==> src/rtl/ifetch_unit_if.sv <==
// Fetch-side bundle: instruction memory req/ack bus, downstream control and the IF/ID output.
// With IFETCH_PC_TRACE_EN defined the bundle also carries ibus_pc.
interface ifetch_unit_if;
    logic        ireq;
    logic [31:0] iaddr;
    logic        iack;
    logic [31:0] idata;
    logic        stall;
    logic        redirect;
    logic [31:0] redirect_pc;
    logic [31:0] ibus;
    logic        ibus_valid;
`ifdef IFETCH_PC_TRACE_EN
    logic [31:0] ibus_pc;

    modport master (output ireq, iaddr, ibus, ibus_valid, ibus_pc,
                    input  iack, idata, stall, redirect, redirect_pc);
    modport slave  (input  ireq, iaddr, ibus, ibus_valid, ibus_pc,
                    output iack, idata, stall, redirect, redirect_pc);
`else
    modport master (output ireq, iaddr, ibus, ibus_valid,
                    input  iack, idata, stall, redirect, redirect_pc);
    modport slave  (input  ireq, iaddr, ibus, ibus_valid,
                    output iack, idata, stall, redirect, redirect_pc);
`endif
endinterface

==> src/rtl/ifetch_unit.sv <==
// Instruction fetch: PC, req/ack fetch FSM, prefetch FIFO and the IF/ID register driving ibus.
// Optional IFETCH_PC_TRACE_EN adds ibus_pc, the PC of the word currently held in ibus.
module ifetch_unit #(
    parameter logic [31:0] RESET_PC = 32'h0000_0000,
    parameter logic [31:0] NOP_WORD = 32'h0000_0000,
    parameter int          DEPTH    = 2
) (
    input  logic          clk,
    input  logic          reset_n,
    ifetch_unit_if.master bus
);
    localparam int AW = $clog2(DEPTH);
`ifdef IFETCH_PC_TRACE_EN
    localparam int FW = 64;
`else
    localparam int FW = 32;
`endif

    typedef enum logic [1:0] {IDLE, REQ, DROP} state_t;

    function automatic logic [31:0] word_align(input logic [31:0] a);
        return {a[31:2], 2'b00};
    endfunction

    state_t        state, state_nxt;
    logic [31:0]   pc, pc_nxt, drop_addr, tgt_pc;
    logic [FW-1:0] fifo_mem [DEPTH];
    logic [FW-1:0] push_word_p0, head_p0;
    logic [AW-1:0] wr_ptr, rd_ptr;
    logic [AW:0]   count, nxt_cnt;
    logic          push, pop, has_room;
    logic [31:0]   ibus_p1;
    logic          vld_p1;

    assign tgt_pc   = word_align(bus.redirect_pc);
    assign push     = (state == REQ) && bus.iack && !bus.redirect;
    assign pop      = !bus.redirect && !bus.stall && (count != '0);
    // A redirect empties the FIFO this edge, so the reservation check sees zero entries.
    assign nxt_cnt  = bus.redirect ? '0 : count + (AW+1)'(push) - (AW+1)'(pop);
    assign has_room = nxt_cnt < (AW+1)'(DEPTH);

`ifdef IFETCH_PC_TRACE_EN
    assign push_word_p0 = {pc, bus.idata};
`else
    assign push_word_p0 = bus.idata;
`endif
    assign head_p0 = fifo_mem[rd_ptr];

    always_comb begin
        state_nxt = state;
        pc_nxt    = pc;
        case (state)
            IDLE: begin
                if (bus.redirect) pc_nxt = tgt_pc;
                if (has_room)     state_nxt = REQ;
            end
            REQ: begin
                if (bus.redirect) begin
                    pc_nxt    = tgt_pc;
                    // An unacknowledged request cannot be withdrawn; its data must be swallowed.
                    state_nxt = bus.iack ? REQ : DROP;
                end else if (bus.iack) begin
                    pc_nxt    = pc + 32'd4;
                    state_nxt = has_room ? REQ : IDLE;
                end
            end
            DROP: begin
                if (bus.redirect) pc_nxt = tgt_pc;
                if (bus.iack)     state_nxt = REQ;
            end
            default: state_nxt = IDLE;
        endcase
    end

    always_ff @(posedge clk or negedge reset_n) begin
        if (!reset_n) begin
            state <= IDLE;
            pc    <= RESET_PC;
        end else begin
            state <= state_nxt;
            pc    <= pc_nxt;
        end
    end

    // The stale request keeps its address on the bus until memory accepts it.
    always_ff @(posedge clk) begin
        if (state == REQ && state_nxt == DROP) drop_addr <= pc;
    end

    assign bus.ireq  = (state != IDLE);
    assign bus.iaddr = (state == DROP) ? drop_addr : pc;

    // ---- stage 0: prefetch FIFO ----
    always_ff @(posedge clk or negedge reset_n) begin
        if (!reset_n) begin
            wr_ptr <= '0;
            rd_ptr <= '0;
            count  <= '0;
        end else if (bus.redirect) begin
            wr_ptr <= '0;
            rd_ptr <= '0;
            count  <= '0;
        end else begin
            if (push) wr_ptr <= wr_ptr + AW'(1);
            if (pop)  rd_ptr <= rd_ptr + AW'(1);
            count <= nxt_cnt;
        end
    end

    always_ff @(posedge clk) begin
        if (push) fifo_mem[wr_ptr] <= push_word_p0;
    end

    // ---- stage 1: IF/ID register ----
    always_ff @(posedge clk or negedge reset_n) begin
        if (!reset_n) begin
            ibus_p1 <= NOP_WORD;
            vld_p1  <= 1'b0;
        end else if (bus.redirect) begin
            ibus_p1 <= NOP_WORD;
            vld_p1  <= 1'b0;
        end else if (pop) begin
            ibus_p1 <= head_p0[31:0];
            vld_p1  <= 1'b1;
        end else if (!bus.stall) begin
            ibus_p1 <= NOP_WORD;
            vld_p1  <= 1'b0;
        end
    end

    assign bus.ibus       = ibus_p1;
    assign bus.ibus_valid = vld_p1;

`ifdef IFETCH_PC_TRACE_EN
    logic [31:0] ipc_p1;

    always_ff @(posedge clk or negedge reset_n) begin
        if (!reset_n)  ipc_p1 <= RESET_PC;
        else if (pop)  ipc_p1 <= head_p0[63:32];
    end

    assign bus.ibus_pc = ipc_p1;
`endif
endmodule

==> src/flat_wrapper.sv <==
// flat-port wrapper written by rule: the top's interface ports become plain ports
module ifetch_unit_flat 
#(
    parameter logic [31:0] RESET_PC = 32'h0000_0000,
    parameter logic [31:0] NOP_WORD = 32'h0000_0000,
    parameter int          DEPTH    = 2
)
  (clk, reset_n, bus_ireq, bus_iaddr, bus_ibus, bus_ibus_valid, bus_iack, bus_idata, bus_stall, bus_redirect, bus_redirect_pc);
  ifetch_unit_if bus_i ();
  input  logic clk;
  input  logic reset_n;
  output wire logic [$bits(bus_i.ireq)-1:0] bus_ireq;
  output wire logic [$bits(bus_i.iaddr)-1:0] bus_iaddr;
  output wire logic [$bits(bus_i.ibus)-1:0] bus_ibus;
  output wire logic [$bits(bus_i.ibus_valid)-1:0] bus_ibus_valid;
  input wire logic [$bits(bus_i.iack)-1:0] bus_iack;
  input wire logic [$bits(bus_i.idata)-1:0] bus_idata;
  input wire logic [$bits(bus_i.stall)-1:0] bus_stall;
  input wire logic [$bits(bus_i.redirect)-1:0] bus_redirect;
  input wire logic [$bits(bus_i.redirect_pc)-1:0] bus_redirect_pc;
  assign bus_ireq = bus_i.ireq;
  assign bus_iaddr = bus_i.iaddr;
  assign bus_ibus = bus_i.ibus;
  assign bus_ibus_valid = bus_i.ibus_valid;
  assign bus_i.iack = bus_iack;
  assign bus_i.idata = bus_idata;
  assign bus_i.stall = bus_stall;
  assign bus_i.redirect = bus_redirect;
  assign bus_i.redirect_pc = bus_redirect_pc;
  ifetch_unit #(.RESET_PC(RESET_PC), .NOP_WORD(NOP_WORD), .DEPTH(DEPTH)) u_core (.clk(clk), .reset_n(reset_n), .bus(bus_i));
endmodule
==> config.mk <==
export PLATFORM = sky130hd
export DESIGN_NAME = ifetch_unit_flat
export DESIGN_NICKNAME = d
export VERILOG_FILES = /design/src/rtl/ifetch_unit_if.sv /design/src/rtl/ifetch_unit.sv /design/src/flat_wrapper.sv
export SDC_FILE = /design/constraint.sdc
export NUM_CORES = 1
export LEC_CHECK = 0
export CORE_ASPECT_RATIO = 0.75
export CORE_MARGIN = 2
export CORE_UTILIZATION = 58
export CTS_BUF_LIST = sky130_fd_sc_hd__clkbuf_8
export DETAILED_ROUTE_END_ITERATION = 8
export GPL_TIMING_DRIVEN = 0
export MAX_ROUTING_LAYER = met4
export PLACE_DENSITY = 0.88
export SYNTH_ARGS = -nofsm -noshare
export SYNTH_HDL_FRONTEND = slang
export SYNTH_SLANG_ARGS = --single-unit
==> constraint.sdc <==
create_clock -name clk -period 8.59 [get_ports clk]
set_input_delay 0.859 -clock clk [delete_from_list [all_inputs] [get_ports clk]]
set_output_delay 0.859 -clock clk [all_outputs]
set_load 0.02 [all_outputs]
==> summary by stage <==
Status
The run finished with clean final reports.

CTS
The maximum root-to-sink buffer count is 2. TritonCTS built the clock tree. The H-tree was split into 4 levels. Clock tree synthesis inserted a total of 17 buffers. The root buffer cell chosen for the clock tree is clkbuf_8. After clock tree synthesis, the setup repair step added 0 buffers.

The number of clock sinks seen by CTS is ~160. In this run, post-CTS repair resized a total of 0 instances. The count of hold buffers inserted by post-cts repair is 0. After clock tree synthesis, the clock-pin slew on the worst setup and hold paths is roughly 100 ps. The clock latency reported for the late side of the worst-skew pair is ~460 ps.

Timing
The total negative slack is 0 ps. At the pin with the least slew margin, the transition time is 960 ps. Derived from the worst setup path, the maximum achievable clock frequency is 294 MHz.

After layout, the worst setup slack is 5180 ps. The clock period minus worst slack is ~3400 ps. The headroom to the max-slew limit is 0.356.

The final number of hold-violating endpoints is 0. Setup repair after global routing left no endpoint under its margin. The post-route fraction of the period consumed by the critical path is 0.397. Hold is met by roughly 470 ps.

The final clock skew is between 15 and 20 ps. The total of endpoints with negative setup slack in the final report is 0. The max-slew violation count is 0.

Global route
The remaining global-route overflow is 0. The via count of the first global-routing pass is 5268. The overall global routing resource usage is 0.284. The initial antenna violation count was 0. The pin count of the biggest net entering global routing is 70. The first-pass GRT wire length is 27800 µm.

Power and ir drop
The power per cell area is ~300 nW/µm². The clock group share of total power is 0.207. The internal power component is about 0.0017 W.

The static leakage is 3.34 nW. The maximum vdd ir drop is roughly 230 µV. Of the total power, combinational logic draws 0.363. The share of total power dissipated in sequential elements is 0.430. The analysis attributes to net switching a power of 0.00102 W. Of the total power, the share spent switching nets is 0.375.

Yosys
The count of synthesis-stage warnings from yosys is 0. After synthesis, the netlist uses 58 different library cells. The post-synthesis cell type with the largest combined area is edfxtp_1. The netlist area before placement is 7070 µm². The post-synthesis instance total is around 550.

The synthesis-stage register bit count is 163. The area share of the largest cell type after synthesis is 0.399. Sorting the synthesized cells by how often they occur yields 94 x edfxtp_1, 69 x dfrtp_1, 58 x nand2_1. Yosys attributes the largest share of cell area to edfxtp_1 40%, dfrtp_1 24%, mux2_2 4.8%. In the synthesized netlist the async set-or-reset flop fraction comes to 0.423.

The synthesized design contains 94 enable-type register cells. Of the synthesized area, sequential elements account for 0.644. The most frequent cell after synthesis is edfxtp_1.

The average size of a mapped cell is 12.9 µm². The dominant synthesized flop cell is edfxtp_1.

Floorplanning
For this configuration, the core starts out at a cell density of 0.602. The die span in y is 99.6 µm. The die width is ~130 µm. The top-level I/O count is 135. The floorplan core area is between 10000 and 15000 µm². The floorplan has 34 rows. The die covers 13100 µm².

Detailed routing
The total met2 wirelength after detailed routing is 8330 µm. The wire length after detailed routing is 17500 µm. The count of nets left with antenna violations once routing finished came out at 0.

The wire length on met3 is ~1300 µm. The number of remaining DRC errors is 0. The average wire per cell in the routed design is 20.1 µm. The first detailed-routing pass took 5 iterations. The initial DRC count is 516.

Using the TritonRoute via totals, the vias-per-cell ratio works out to between 5 and 6. The highest layer touched by signal routing is met4. The met1 layer wirelength in the final routing is roughly 7500 µm. The vias after detailed routing is between 5000 and 6000.

Layout
The area taken by multi-input logic gates is 2310 µm². The area added between synthesis and finish is 27.8%. The layout has between 700 and 800 filler cells. The share of post-route cells with drive strength above 1 is 0.153. The post-route cell area is 9030 µm².

The register cell area after layout is roughly 4500 µm². The antenna diode count is 0. For this run, the post-layout net count is between 700 and 800.

Placement
The pre-CTS setup slack is between 4000 and 5000 ps. Input and output buffers added on the ports amount to 130. The congestion estimate from routability-driven global placement came to slightly above 0.9.

Detailed placement ended at an HPWL of between 10000 and 15000 µm. The post-place instance area is 8610 µm².

Worst setup path
The arrival time of the worst setup path is ~2600 ps. The sort of element at the start of the critical path is a flip-flop. The critical path class is reg -> out. The startpoint identified for the worst register-to-register timing path is u_core.state[0]. The reg-to-reg setup timing slack is around 6000 ps. The worst setup path is captured at a primary output. For the worst setup path, the data required time is 7730 ps. The maximum fanout encountered on the critical timing path is 10. In this run the critical register-to-register path is captured at u_core.fifo_mem[1][2].

Measured in cells, the most critical reg-to-reg path has a length of 5.

Min path
The worst hold path was traced through 0 stages. The path with the worst hold slack has its endpoint at u_core.drop_addr[21]. The startpoint of the worst hold path is u_core.pc[21]. The worst hold path class is reg -> reg.

Run
The tool flagged a number of max-cap violations equal to 0.
-- sequential cells by signal, indices dropped and copies added (netlist names) --
| name | cells |
|---|---|
| u_core.bus.ibus_valid | 1 |
| u_core.bus.ibus | 32 |
| u_core.drop_addr | 30 |
| u_core.state | 2 |
| u_core.wr_ptr | 1 |
| u_core.rd_ptr | 1 |
| u_core.fifo_mem | 64 |
| u_core.pc | 30 |
| u_core.count | 2 |
-- cell type report --
cell class              count  share of cell area
plain buffers              40              0.0237
clock buffers              17              0.0259
clock inverters            15              0.0205
inverters                   4             0.00166
multi-input cells         341               0.256
flip-flops and latches    163               0.504
well taps                 162              0.0224
repair buffers            132               0.147
-- cells in the final DEF (no fill, tap or decap), types with 5 or more instances in the layout --
| cell | Yosys | layout |
|---|---|---|
| a21oi_1 | 18 | 18 |
| a2bb2oi_1 | 6 | 6 |
| a311oi_1 | 9 | 9 |
| a31oi_1 | 5 | 5 |
| a32oi_1 | 6 | 6 |
| and2_1 | 6 | 5 |
| and3_1 | 6 | 6 |
| and4_1 | 5 | 5 |
| buf_2 | 18 | 18 |
| buf_4 | 4 | 5 |
| clkbuf_1 | 12 | 12 |
| clkbuf_8 | 1 | 18 |
| clkdlybuf4s50_1 | 0 | 129 |
| clkinv_8 | 0 | 5 |
| dfrtp_1 | 69 | 69 |
| edfxtp_1 | 94 | 94 |
| mux2_2 | 30 | 30 |
| mux2i_1 | 32 | 32 |
| nand2_1 | 58 | 58 |
| nand3_1 | 12 | 12 |
| nand4_1 | 8 | 8 |
| nor2_1 | 29 | 28 |
| nor2b_1 | 5 | 5 |
| o21ai_0 | 39 | 39 |
| o22ai_1 | 5 | 5 |
| o32ai_1 | 5 | 5 |
-- cells by family (layout without fill, tap and decap cells) --
group                    Yosys count  in the layout  synth area share
AO/OA/AOI/OAI                    121            121             0.115
other                              1              2          0.000530
XOR/XNOR                           3              3           0.00372
buffers and inverters             44            208            0.0324
multiplexers                      62             62            0.0931
adder cells (fa/ha/maj)            3              3           0.00531
flip-flops                       163            163             0.644
AND/OR/NAND/NOR                  150            150             0.107
-- worst max-delay path by stage --
stage	end	startpoint	slack, ps	cells past startpoint
final	bus_iaddr[27]	u_core.state[0]	5180	5
after global routing	bus_iaddr[27]	u_core.state[0]	5040	5
after CTS	bus_iaddr[27]	u_core.state[0]	5180	5
after detailed placement	u_core.fifo_mem[0][17]	bus_redirect	4950	7
after global placement	u_core.fifo_mem[0][23]	bus_redirect	2430	7
after floorplan	u_core.fifo_mem[0][0]	bus_redirect	4300	5
-- through the flow --
| step | total power [W] | cells | utilization |
|---|---|---|---|
| floorplan | 0.00175 | 548 | - |
| global placement | 0.00211 | 840 | 0.730 |
| detailed placement | 0.00216 | 842 | 0.734 |
| CTS | 0.00272 | 874 | 0.769 |
| global route | 0.00285 | 874 | 0.769 |
| finish | 0.00272 | 874 | 0.769 |
-- per-layer routing --
| layer | vias up | global-route usage |
|---|---|---|
| li1 | 2371 | - |
| met1 | 2549 | 0.386 |
| met2 | 271 | 0.430 |
| met3 | 43 | 0.0627 |
| met4 | 0 | 0.0953 |
| met5 | - | - |
-- critical path, cell delays in order (launching register included) --
cell and delay [ps]:
dfrtp_1 370, buf_2 160, nor2b_1 290, buf_2 350, mux2_2 380, clkdlybuf4s50_1 540
-- power by group through the flow --
| stage | clock network, W | registers (W) | logic [W] |
|---|---|---|---|
| 4_1_cts | 0.000568 | 0.00116 | 0.000987 |
| 3_5_place_dp | 0 | 0.00118 | 0.000977 |
| 5_1_grt | 0.000606 | 0.00119 | 0.00105 |
| 2_1_floorplan | 0 | 0.00117 | 0.000577 |
| 3_3_place_gp | 0 | 0.00117 | 0.000940 |
| 6_report | 0.000564 | 0.00117 | 0.000990 |
Power figures use the tool's default switching activity.
